--- src/rtl/memctrl.sv ---
// Byte-serial memory controller: arbitrates LSB and fetch requests onto an 8-bit RAM,
// splitting 1/2/4-byte accesses into byte cycles and assembling read data little-endian.
module memctrl (
  input  logic        clk_in,
  input  logic        rst_in,
  input  logic        rdy_in,
  input  logic [7:0]  mem_din,
  output logic [7:0]  mem_dout,
  output logic [31:0] mem_a,
  output logic        mem_wr,
  input  logic        io_buffer_full,
  input  logic        go_work,
  input  logic        l_or_s,
  input  logic [2:0]  width,
  input  logic [31:0] address,
  input  logic [31:0] value_store,
  output logic        received,
  output logic        has_result,
  output logic [31:0] value_load,
  input  logic        if_req,
  input  logic [31:0] if_addr,
  output logic        if_done,
  output logic [31:0] if_inst,
  input  logic        flush_in
);

  typedef enum logic [1:0] {IDLE, LOAD, STORE, FETCH} state_t;

  state_t      state_reg;
  logic [2:0]  idx_reg;
  logic [2:0]  len_reg;
  logic [31:0] store_reg;
  logic [31:0] buf_reg;
  logic [31:0] buf_next;
  logic        wr_reg;
  logic        rd_vld_reg;
  logic [1:0]  rd_lane_reg;
  logic [1:0]  lane_now;
  logic        reading;
  logic        io_stall;

  assign reading  = (state_reg == LOAD) || (state_reg == FETCH);
  assign io_stall = (mem_a[17:16] == 2'b11) && io_buffer_full;
  assign mem_wr   = wr_reg && rdy_in && !io_stall;
  assign lane_now = (idx_reg < len_reg) ? idx_reg[1:0] : 2'(len_reg - 3'd1);

  // mem_din always belongs to whichever lane was on mem_a last cycle, paused or not,
  // so capture is tracked per cycle rather than per ready step.
  genvar gi;
  generate
    for (gi = 0; gi < 4; gi++) begin : g_lane
      assign buf_next[8*gi +: 8] = (rd_vld_reg && rd_lane_reg == 2'(gi)) ? mem_din
                                                                         : buf_reg[8*gi +: 8];
    end
  endgenerate

  always_ff @(posedge clk_in or negedge rst_in) begin
    if (!rst_in) begin
      state_reg   <= IDLE;
      idx_reg     <= 3'd0;
      len_reg     <= 3'd0;
      store_reg   <= 32'd0;
      buf_reg     <= 32'd0;
      wr_reg      <= 1'b0;
      rd_vld_reg  <= 1'b0;
      rd_lane_reg <= 2'd0;
      mem_a       <= 32'd0;
      mem_dout    <= 8'd0;
      received    <= 1'b0;
      has_result  <= 1'b0;
      value_load  <= 32'd0;
      if_done     <= 1'b0;
      if_inst     <= 32'd0;
    end else begin
      received    <= 1'b0;
      has_result  <= 1'b0;
      if_done     <= 1'b0;
      rd_vld_reg  <= reading;
      rd_lane_reg <= lane_now;
      if (reading) begin
        buf_reg <= buf_next;
      end
      if (rdy_in) begin
        case (state_reg)
          IDLE: begin
            if (go_work && !received) begin
              received <= 1'b1;
              mem_a    <= address;
              idx_reg  <= 3'd0;
              buf_reg  <= 32'd0;
              len_reg  <= (width == 3'd1) ? 3'd1 : (width == 3'd2) ? 3'd2 : 3'd4;
              if (l_or_s) begin
                state_reg <= STORE;
                wr_reg    <= 1'b1;
                mem_dout  <= value_store[7:0];
                store_reg <= {8'd0, value_store[31:8]};
              end else begin
                state_reg <= LOAD;
              end
            end else if (if_req && !flush_in) begin
              state_reg <= FETCH;
              mem_a     <= if_addr;
              idx_reg   <= 3'd0;
              buf_reg   <= 32'd0;
              len_reg   <= 3'd4;
            end
          end
          LOAD, FETCH: begin
            if (state_reg == FETCH && flush_in) begin
              state_reg <= IDLE;
            end else if (idx_reg == len_reg) begin
              state_reg <= IDLE;
              if (state_reg == LOAD) begin
                has_result <= 1'b1;
                value_load <= buf_next;
              end else begin
                if_done <= 1'b1;
                if_inst <= buf_next;
              end
            end else begin
              idx_reg <= idx_reg + 3'd1;
              if (idx_reg < len_reg - 3'd1) begin
                mem_a <= mem_a + 32'd1;
              end
            end
          end
          STORE: begin
            if (!io_stall) begin
              if (idx_reg == len_reg - 3'd1) begin
                state_reg <= IDLE;
                wr_reg    <= 1'b0;
              end else begin
                idx_reg   <= idx_reg + 3'd1;
                mem_a     <= mem_a + 32'd1;
                mem_dout  <= store_reg[7:0];
                store_reg <= {8'd0, store_reg[31:8]};
              end
            end
          end
          default: state_reg <= IDLE;
        endcase
      end
    end
  end

endmodule

--- config.mk ---
export PLATFORM = sky130hd
export DESIGN_NAME = memctrl
export DESIGN_NICKNAME = d
export VERILOG_FILES = /design/src/rtl/memctrl.sv
export SDC_FILE = /design/constraint.sdc
export NUM_CORES = 1
export LEC_CHECK = 0
export BUFFER_PORTS_ARGS = -buffer_cell sky130_fd_sc_hd__buf_2
export CAP_MARGIN = 30
export CORE_ASPECT_RATIO = 0.5
export CORE_MARGIN = 5
export CORE_UTILIZATION = 53
export CTS_BUF_LIST = sky130_fd_sc_hd__clkbuf_16
export DETAILED_ROUTE_END_ITERATION = 10
export PLACE_DENSITY = 0.9
export SYNTH_ARGS = -nofsm -noshare
export SYNTH_HDL_FRONTEND = slang
export SYNTH_SLANG_ARGS = --single-unit
--- constraint.sdc ---
create_clock -name clk_in -period 3.1 [get_ports clk_in]
set_clock_uncertainty 0.2 [all_clocks]
set_input_delay 0.465 -clock clk_in [delete_from_list [all_inputs] [get_ports clk_in]]
set_output_delay 0.465 -clock clk_in [all_outputs]
set_load 0.1 [all_outputs]
==> key figures, run 1 <==
Global routing
  – Tot GR Track Use: 25.14%
  – Largest net degree at the start of global routing: 72
  – Initial antenna violation count: 1
  – Vias in the first global route: 7774
  – Congestion Overflow GR: 0
  – First-pass GRT wire length: 38990 um

Routing
  – DR DRC count: 0
  – Vias: 7765
  – Post-route ant nets: 0
  – Drt wl/cell: 17.24 um
  – Via density per instance: 5.647
  – First drt pass iteration count: 6
  – Initial DRC count: 508
  – Routed wl met2: 11730 um
  – Met3 wire length: 1838 um
  – Final WL: 23700 um
  – Top sig layer: met5
  – DRT met1 WL: 9628 um

Final layout
  – Most frequent cells in the layout: buf_2, nand2_1, dfrtp_1
  – Layout cells sized above 1: 24.78%
  – Filler cells: 1253
  – Commonest non-fill, non-tap cell in the layout: buf_2
  – Area Growth Syn to Fin: 21.48%
  – Antenna cell count: 0
  – Final net count: 1265

Critical path
  – Critical Path RT: 3.21 ns
  – Max stage delay on crit path: 0.38 ns
  – Most used cell, CP: ha_1
  – Kind of critical path: flop to flop
  – CP max FO: 42
  – CP max stage cell: dfrtp_1
  – Worst setup EP type: flop
  – Worst Setup SP: len_reg[0]$_DFFE_PN0P_
  – R2r endpoint: mem_a[20]$_DFFE_PN0P_
  – Number of cells on the critical path: 10
  – Top delay family on crit path: simple AND/OR/NAND/NOR gates
  – CP startpoint kind: flop
  – Critical Path End: mem_a[20]$_DFFE_PN0P_
  – FF-to-FF Start: len_reg[0]$_DFFE_PN0P_
  – R2R depth: 10
  – R2r setup slk: 0.30 ns
  – Critical Path, Cell by Cell: inv_1 -> ha_1 -> xnor2_1 -> ha_1 -> and3_1 -> a21oi_1 -> and4_1 -> buf_12 -> nand2_1 -> a22o_1
  – Critical Path AT: 2.91 ns
  – Buf/Inv on CP: 2

Synth
  – Synthesized instance count: 959
  – Yosys top cell by area: dfrtp_1
  – Top cells by area, synth: dfrtp_1, nand2_1, mux2i_1
  – Top cell type's share of synthesized area: 50.80%
  – Sequential area share after synthesis: 50.80%
  – Most used DFF post-synth: dfrtp_1
  – #FFs+latches synth: 175
  – Synth cell types: 59
  – Yosys warns: 0
  – Syn_nets: 1083
  – Number of enable flip-flop cells after synthesis: 0
  – Async SR Flop Fraction: 100.0%
  – Avg Cell Area, Syn: 8.989 sq um
  – Mapped Area: 8621 sq um

STA
  – Fin Setup TNS: 0 ns
  – Worst-margin pin slew: 0.7388 ns
  – Setup-failing EPs final: 0
  – Slew Viols, Final: 0
  – Final min period: 2.801 ns
  – Final Cycle Share: 90.36%
  – Hold Vio Cnt, Final: 0
  – F_max: 357.0 MHz
  – Max_slew headroom: 50.75%
  – Unrepaired setup endpoints after global routing: false

Job
  – Max cap viols: 0

CTS
  – Clk slew on worst S/H paths: 0.07 ns
  – Max clock buf depth: 2
  – Clock sinks: 175
  – Num CTS Buffers: 17
  – Post-cts repair resize count: 0
  – Worst skew pair latency: 0.43 ns
  – Root buf cell: clkbuf_16
  – H-tree depth: 4
  – CTS tree: built

Min path
  – Worst Hold Class: input pin to flop

Place
  – DP HPWL: 16990 um
  – Port bufs: 222
  – Gp weighted congestion: 0.9252

Floorplan
  – Die Footprint: 19070 sq um
  – Die H: 100.2 um
  – Die Wd: 190.4 um
  – Starting density of the core: 55.07%
  – Row cnt: 32
  – I/O pins: 223
  – Core Area: 15660 sq um

Status
  – Status: complete, no violations
==> routing by layer <==
layer | vias to the layer above | global-route usage [%]
met2 | 318 | 43.12
met4 | 2 | 7.501
met5 | - | 0
met3 | 43 | 5.455
met1 | 3714 | 32.51
li1 | 3688 | -
==> synth_stat cells, types with 2 or more instances <==
master / instances
or2_2: 3
nor2b_1: 3
or3_1: 2
mux2i_1: 61
nor2_1: 62
buf_4: 2
buf_1: 9
o22a_1: 5
a211oi_1: 3
clkbuf_1: 41
o31ai_1: 6
a311oi_1: 2
o211ai_1: 3
a2bb2oi_1: 3
nand4_1: 10
ha_1: 9
nand2_1: 215
nor4_1: 2
and2_1: 3
a21oi_1: 107
nor3_1: 3
buf_2: 16
clkbuf_2: 3
a31oi_1: 6
o21ai_0: 97
a211o_1: 2
nand3b_1: 6
inv_1: 10
dfrtp_1: 175
a22o_1: 3
a31o_2: 3
a311o_1: 2
a32o_1: 2
nand2b_1: 7
and4_1: 4
clkbuf_8: 3
nand3_1: 34
a21o_1: 2
and3_1: 9
nand4_4: 2
==> kinds of logic (layout without fill, tap and decap cells) <==
family          Yosys count  count (layout)  share of synthesized area, %
simple gates            372             372                         19.40
compound gates          256             256                         16.84
flops                   175             175                         50.80
buf+inv                  84             279                         4.369
mux                      61              61                         7.083
fa+ha+maj                 9               9                         1.306
xor+xnor                  2               2                        0.2032
==> how the worst min path moves through the flow <==
stage / start / end / slack [ns] / cells past startpoint
6_report: value_store[29] / store_reg[21]$_DFFE_PN0P_ / 0.08 / 3
5_1_grt: value_store[24] / store_reg[16]$_DFFE_PN0P_ / 0.08 / 3
4_1_cts: value_store[30] / store_reg[22]$_DFFE_PN0P_ / 0.07 / 3
3_5_place_dp: if_inst[8]$_DFFE_PN0P_ / if_inst[8]$_DFFE_PN0P_ / 0.27 / 2
3_3_place_gp: if_inst[26]$_DFFE_PN0P_ / if_inst[26]$_DFFE_PN0P_ / 0.26 / 2
2_1_floorplan: rst_in / buf_reg[0]$_DFF_PN0_ / -0.03 / 0
==> stage by stage <==
step	hold slack, ns	instances	area [sq um]	setup slack, ns	utilization, %
floorplan	-0.03059	959	8621	0.1985	-
global placement	0.2564	1342	9864	0.5449	63.01
detailed placement	0.2695	1342	9864	0.3819	63.01
CTS	0.06567	1375	10470	0.3553	66.90
global route	0.07948	1375	10470	0.2448	66.90
finish	0.07641	1375	10470	0.2987	66.90
==> what timing repair did <==
item | in CTS | in global routing
endpoints found under the hold margin | 68 | 0
setup buffers | 0 | 0
hold buffers | 1 | 0
==> tightest hold or removal path, cell delays in order <==
cell,delay [ns]
buf_2,0.10
nand2_1,0.04
o21ai_0,0.06
==> cell type report <==
class | instances | area, sq um | area share (%)
repair buffers | 237 | 1295 | 12.37
multi-input cells | 700 | 3886 | 37.11
well taps | 221 | 276.5 | 2.640
clock inverters | 15 | 172.7 | 1.649
clock buffers | 17 | 425.4 | 4.062
inverters | 10 | 37.54 | 0.3584
flip-flops and latches | 175 | 4379 | 41.82
Power of run 1 is left out: the tool's default activity adds up to more than one toggle a clock period on the data nets, which glitch-free logic cannot reach.
==> run 2: changes to the inputs <==
CORE_UTILIZATION = 26   (was 53)
PLACE_DENSITY = 0.55   (was 0.9)
SKIP_LAST_GASP = 1   (was default)
==> key figures, run 2 (synthesized netlist as in run 1, its figures left out) <==
Status
  – Status: complete, no violations

Global routing
  – Met1 Use GR: 17.55%
  – First-pass GRT wire length: 42490 um
  – Initial antenna violation count: 0
  – Congestion Overflow GR: 0
  – Largest net degree at the start of global routing: 71
  – Vias in the first global route: 7564
  – Met3 GRT Util: 3.173%
  – Tot GR Track Use: 14.30%
  – Busiest layer in global routing: met2
  – Met2 global-route usage: 25.33%

Final layout
  – Filler cells: 3428
  – Layout cells sized above 1: 24.76%
  – Post-layout util: 32.56%
  – Most frequent cells in the layout: buf_2, nand2_1, dfrtp_1
  – Commonest non-fill, non-tap cell in the layout: buf_2
  – Final std cells w/o fill: 1596
  – Final net count: 1267
  – Antenna cell count: 0
  – Area Growth Syn to Fin: 24.15%

Critical path
  – R2R depth: 10
  – CP max FO: 42
  – Kind of critical path: flop to flop
  – R2r setup slk: 0.39 ns
  – Critical Path RT: 3.23 ns
  – FF-to-FF Start: len_reg[0]$_DFFE_PN0P_
  – R2r endpoint: mem_a[6]$_DFFE_PN0P_
  – Worst setup EP type: flop
  – CP startpoint kind: flop
  – Critical Path AT: 2.84 ns

Place
  – Port bufs: 222
  – DP HPWL: 19520 um
  – Post-place setup slack: 0.4148 ns
  – Gp weighted congestion: 0.7561
  – Placed cell count: 1564

STA
  – Final Cycle Share: 87.31%
  – F_max: 369.5 MHz
  – Slew Viols, Final: 0
  – Fin Setup TNS: 0 ns
  – Max_slew headroom: 50.97%
  – Worst-margin pin slew: 0.7354 ns
  – Final min period: 2.707 ns
  – Hold Vio Cnt, Final: 0
  – Unrepaired setup endpoints after global routing: false
  – Setup-failing EPs final: 0
  – Final worst slack: 0.3933 ns

Floorplan
  – Die Wd: 267.5 um
  – Die H: 138.8 um
  – Starting density of the core: 26.22%
  – Core Area: 32870 sq um
  – Die Footprint: 37120 sq um
  – Row cnt: 47
  – I/O pins: 223

CTS
  – Root buf cell: clkbuf_16
  – Clock sinks: 175
  – CTS tree: built
  – Max clock buf depth: 2
  – H-tree depth: 4
  – Clk slew on worst S/H paths: 0.07 ns
  – Worst skew pair latency: 0.45 ns
  – Num CTS Buffers: 17

Min path
  – Hold-critical path endpoint: store_reg[21]$_DFFE_PN0P_
  – Worst Hold Class: input pin to flop
  – HP Start: value_store[29]
  – Hold path cells: 3

Routing
  – First drt pass iteration count: 5
  – Post-route ant nets: 0
  – Via density per instance: 4.773
  – Vias: 7618
  – DR DRC count: 0
  – Initial DRC count: 646
  – Final WL: 26720 um
  – Drt wl/cell: 16.74 um

Job
  – Max cap viols: 0
## run 2: changes by cell type in the layout (fill, tap and decap cells not counted), sizes merged
cell	change
inv	+3
buf	+2
clkinv	-2
clkinvlp	-2
## run 2: how the worst max path moves through the flow
stage / cells past startpoint / slack (ns) / startpoint / endpoint
after floorplan: 6 / 0.20 / mem_a[0]$_DFFE_PN0P_ / mem_a[26]$_DFFE_PN0P_
after global placement: 10 / 0.50 / len_reg[0]$_DFFE_PN0P_ / mem_a[20]$_DFFE_PN0P_
after detailed placement: 10 / 0.41 / len_reg[0]$_DFFE_PN0P_ / mem_a[6]$_DFFE_PN0P_
after CTS: 10 / 0.38 / len_reg[0]$_DFFE_PN0P_ / mem_a[6]$_DFFE_PN0P_
after global routing: 10 / 0.16 / len_reg[0]$_DFFE_PN0P_ / mem_a[25]$_DFFE_PN0P_
final: 10 / 0.39 / len_reg[0]$_DFFE_PN0P_ / mem_a[6]$_DFFE_PN0P_
## run 2: repair_timing
item | CTS | global route
setup endpoints to repair | 0 | 0
endpoints found under the hold margin | 67 | 0
resized for setup | 0 | 0
hold buffers | 1 | 0
buffers inserted | 0 | 0
## run 2: cell type report
| type | instances | area, sq um | share of cell area, % |
|---|---|---|---|
| clock buffers | 17 | 425.4 | 3.975 |
| clock inverters | 14 | 125.1 | 1.169 |
| inverters | 10 | 37.54 | 0.3507 |
| multi-input cells | 700 | 3886 | 36.31 |
| flip-flops and latches | 175 | 4379 | 40.92 |
| well taps | 441 | 551.8 | 5.155 |
| repair buffers | 239 | 1297 | 12.12 |
## run 2: metrics by stage
| step | cell area, sq um | hold slack [ns] |
|---|---|---|
| after floorplan | 8621 | -0.03059 |
| after global placement | 10140 | 0.2609 |
| after detailed placement | 10140 | 0.2664 |
| after CTS | 10700 | 0.03749 |
| after global routing | 10700 | 0.06588 |
| final | 10700 | 0.05909 |
## run 2: per-layer routing
metal	up-vias	wire (um)
li1	3700	-
met1	3736	11210
met2	144	14140
met3	38	808
met4	0	553
met5	-	0
## run 2: worst max-delay path: stages (launching register included)
cell and delay, ns:
dfrtp_1 0.39, inv_1 0.09, ha_1 0.21, xnor2_1 0.18
ha_1 0.28, and3_1 0.23, a21oi_1 0.22, and4_1 0.29
buf_12 0.22, nand2_1 0.07, a22o_1 0.23
Power of run 2 is left out for the same reason.
==> run 3: changes to the inputs <==
CORE_UTILIZATION = 50   (was 26)
PLACE_DENSITY = 0.86   (was 0.55)
==> key figures, run 3 (synthesized netlist as in run 1, its figures left out) <==
Status
  – Status: complete, no violations

Min path
  – Worst Hold Class: input pin to flop
  – HP Start: value_store[30]

Floorplan
  – Row cnt: 33
  – Die Footprint: 20130 sq um
  – Die Wd: 195.7 um
  – Die H: 102.9 um
  – Core Area: 16640 sq um
  – I/O pins: 223
  – Starting density of the core: 51.81%

Critical path
  – Kind of critical path: flop to flop
  – Most used cell, CP: ha_1
  – FF-to-FF Start: len_reg[0]$_DFFE_PN0P_
  – Critical Path, Cell by Cell: inv_1 -> ha_1 -> xnor2_1 -> ha_1 -> and3_1 -> nand2b_1 -> a211o_1 -> buf_4 -> nand2_1 -> o21ai_0
  – Max stage delay on crit path: 0.38 ns
  – Critical Path AT: 2.87 ns
  – CP max FO: 64
  – Critical Path RT: 3.18 ns
  – Worst Setup SP: len_reg[0]$_DFFE_PN0P_
  – Worst setup EP type: flop
  – CP startpoint kind: flop
  – CP max stage cell: dfrtp_1

CTS
  – Worst skew pair latency: 0.43 ns
  – Max clock buf depth: 2
  – Post-CTS setup buffers: 0
  – Post-cts repair resize count: 0
  – Clock sinks: 175
  – Root buf cell: clkbuf_16
  – CTS tree: built
  – Clk slew on worst S/H paths: 0.07 ns
  – Num CTS Buffers: 17
  – H-tree depth: 4

Final layout
  – Filler cells: 1378
  – Final net count: 1266
  – Area Growth Syn to Fin: 22.10%
  – Register area: 4379 sq um
  – Area occupied by multi-input gates: 3891 sq um
  – Commonest non-fill, non-tap cell in the layout: buf_2
  – Most frequent cells in the layout: buf_2, nand2_1, dfrtp_1
  – Layout cells sized above 1: 24.94%

Place
  – Gp weighted congestion: 0.8535
  – DP HPWL: 16850 um
  – Port bufs: 222

Routing
  – Vias: 7811
  – Drt wl/cell: 16.94 um
  – DR DRC count: 0
  – Post-route ant nets: 0
  – First drt pass iteration count: 5
  – Initial DRC count: 487
  – Via density per instance: 5.636
  – Final WL: 23490 um

Job
  – Max cap viols: 0

Global routing
  – First-pass GRT wire length: 37570 um
  – Largest net degree at the start of global routing: 77
  – Vias in the first global route: 7572
  – Initial antenna violation count: 4
  – Congestion Overflow GR: 0
  – Tot GR Track Use: 23.25%

STA
  – F_max: 357.7 MHz
  – Final hold slack: 0.06997 ns
  – Slew Viols, Final: 0
  – Hold Vio Cnt, Final: 0
  – Unrepaired setup endpoints after global routing: false
  – Worst-margin pin slew: 0.8838 ns
  – Fin Setup TNS: 0 ns
  – Setup-failing EPs final: 0
  – Max_slew headroom: 40.82%
  – Final Cycle Share: 90.18%
  – Final min period: 2.796 ns
-- run 3: repair_timing --
| item | 4_1_cts | 5_1_grt |
|---|---|---|
| hold endpoints to repair | 72 | 0 |
| hold buffers | 1 | 0 |
| setup endpoints to repair | 0 | 0 |
-- run 3: metal layers --
layer / vias to the layer above / global-route usage [%] / share of wire (%) / routed length (um)
li1: 3700 / - / - / -
met1: 3760 / 29.45 / 41 / 9647
met2: 316 / 39.89 / 50 / 11680
met3: 35 / 5.354 / 7.2 / 1692
met4: 0 / 8.686 / 2.0 / 461
met5: - / 0 / 0 / 0
-- run 3: path summary, 6_finish.rpt --
| kind | to | slack (ns) | depth (start not counted) |
|---|---|---|---|
| max | store_reg[13]$_DFFE_PN0P_ | 0.30 | 10 |
| max in group asynchronous | buf_reg[4]$_DFF_PN0_ | 1.43 | 3 |
| max reg2reg | store_reg[13]$_DFFE_PN0P_ | 0.30 | 10 |
| min | store_reg[22]$_DFFE_PN0P_ | 0.07 | 3 |
| min reg2reg | if_inst[15]$_DFFE_PN0P_ | 0.28 | 2 |
| min in group asynchronous | store_reg[6]$_DFFE_PN0P_ | 0.42 | 2 |
-- run 3: final cells by class --
cell class | instances | share of cell area [%]
Sequential cell | 175 | 41.60
Timing Repair Buffer | 238 | 12.25
Tap cell | 227 | 2.698
Clock inverter | 15 | 1.985
Antenna cell | 4 | 0.09509
Clock buffer | 17 | 4.041
Inverter | 10 | 0.3566
Multi-Input combinational cell | 700 | 36.97
-- run 3: stage by stage --
stage | setup slack (ns) | std cells | instance area, sq um | util (%)
after detailed placement | 0.3964 | 1349 | 9872 | 59.33
after floorplan | 0.1985 | 959 | 8621 | -
after global routing | 0.1994 | 1386 | 10530 | 63.26
after CTS | 0.3537 | 1382 | 10520 | 63.20
final | 0.3043 | 1386 | 10530 | 63.26
after global placement | 0.5471 | 1349 | 9872 | 59.33
-- run 3: critical path: cells and delay by family, from the launching register on --
family	cells	cell delay [ns]
AOI/OAI and AO/OA	2	0.42
xor gates and xnor gates	1	0.19
adders and majority gates	2	0.49
buffers and inverters	2	0.37
DFF	1	0.38
and+or+nand+nor	3	0.56
Power of run 3 is left out for the same reason.
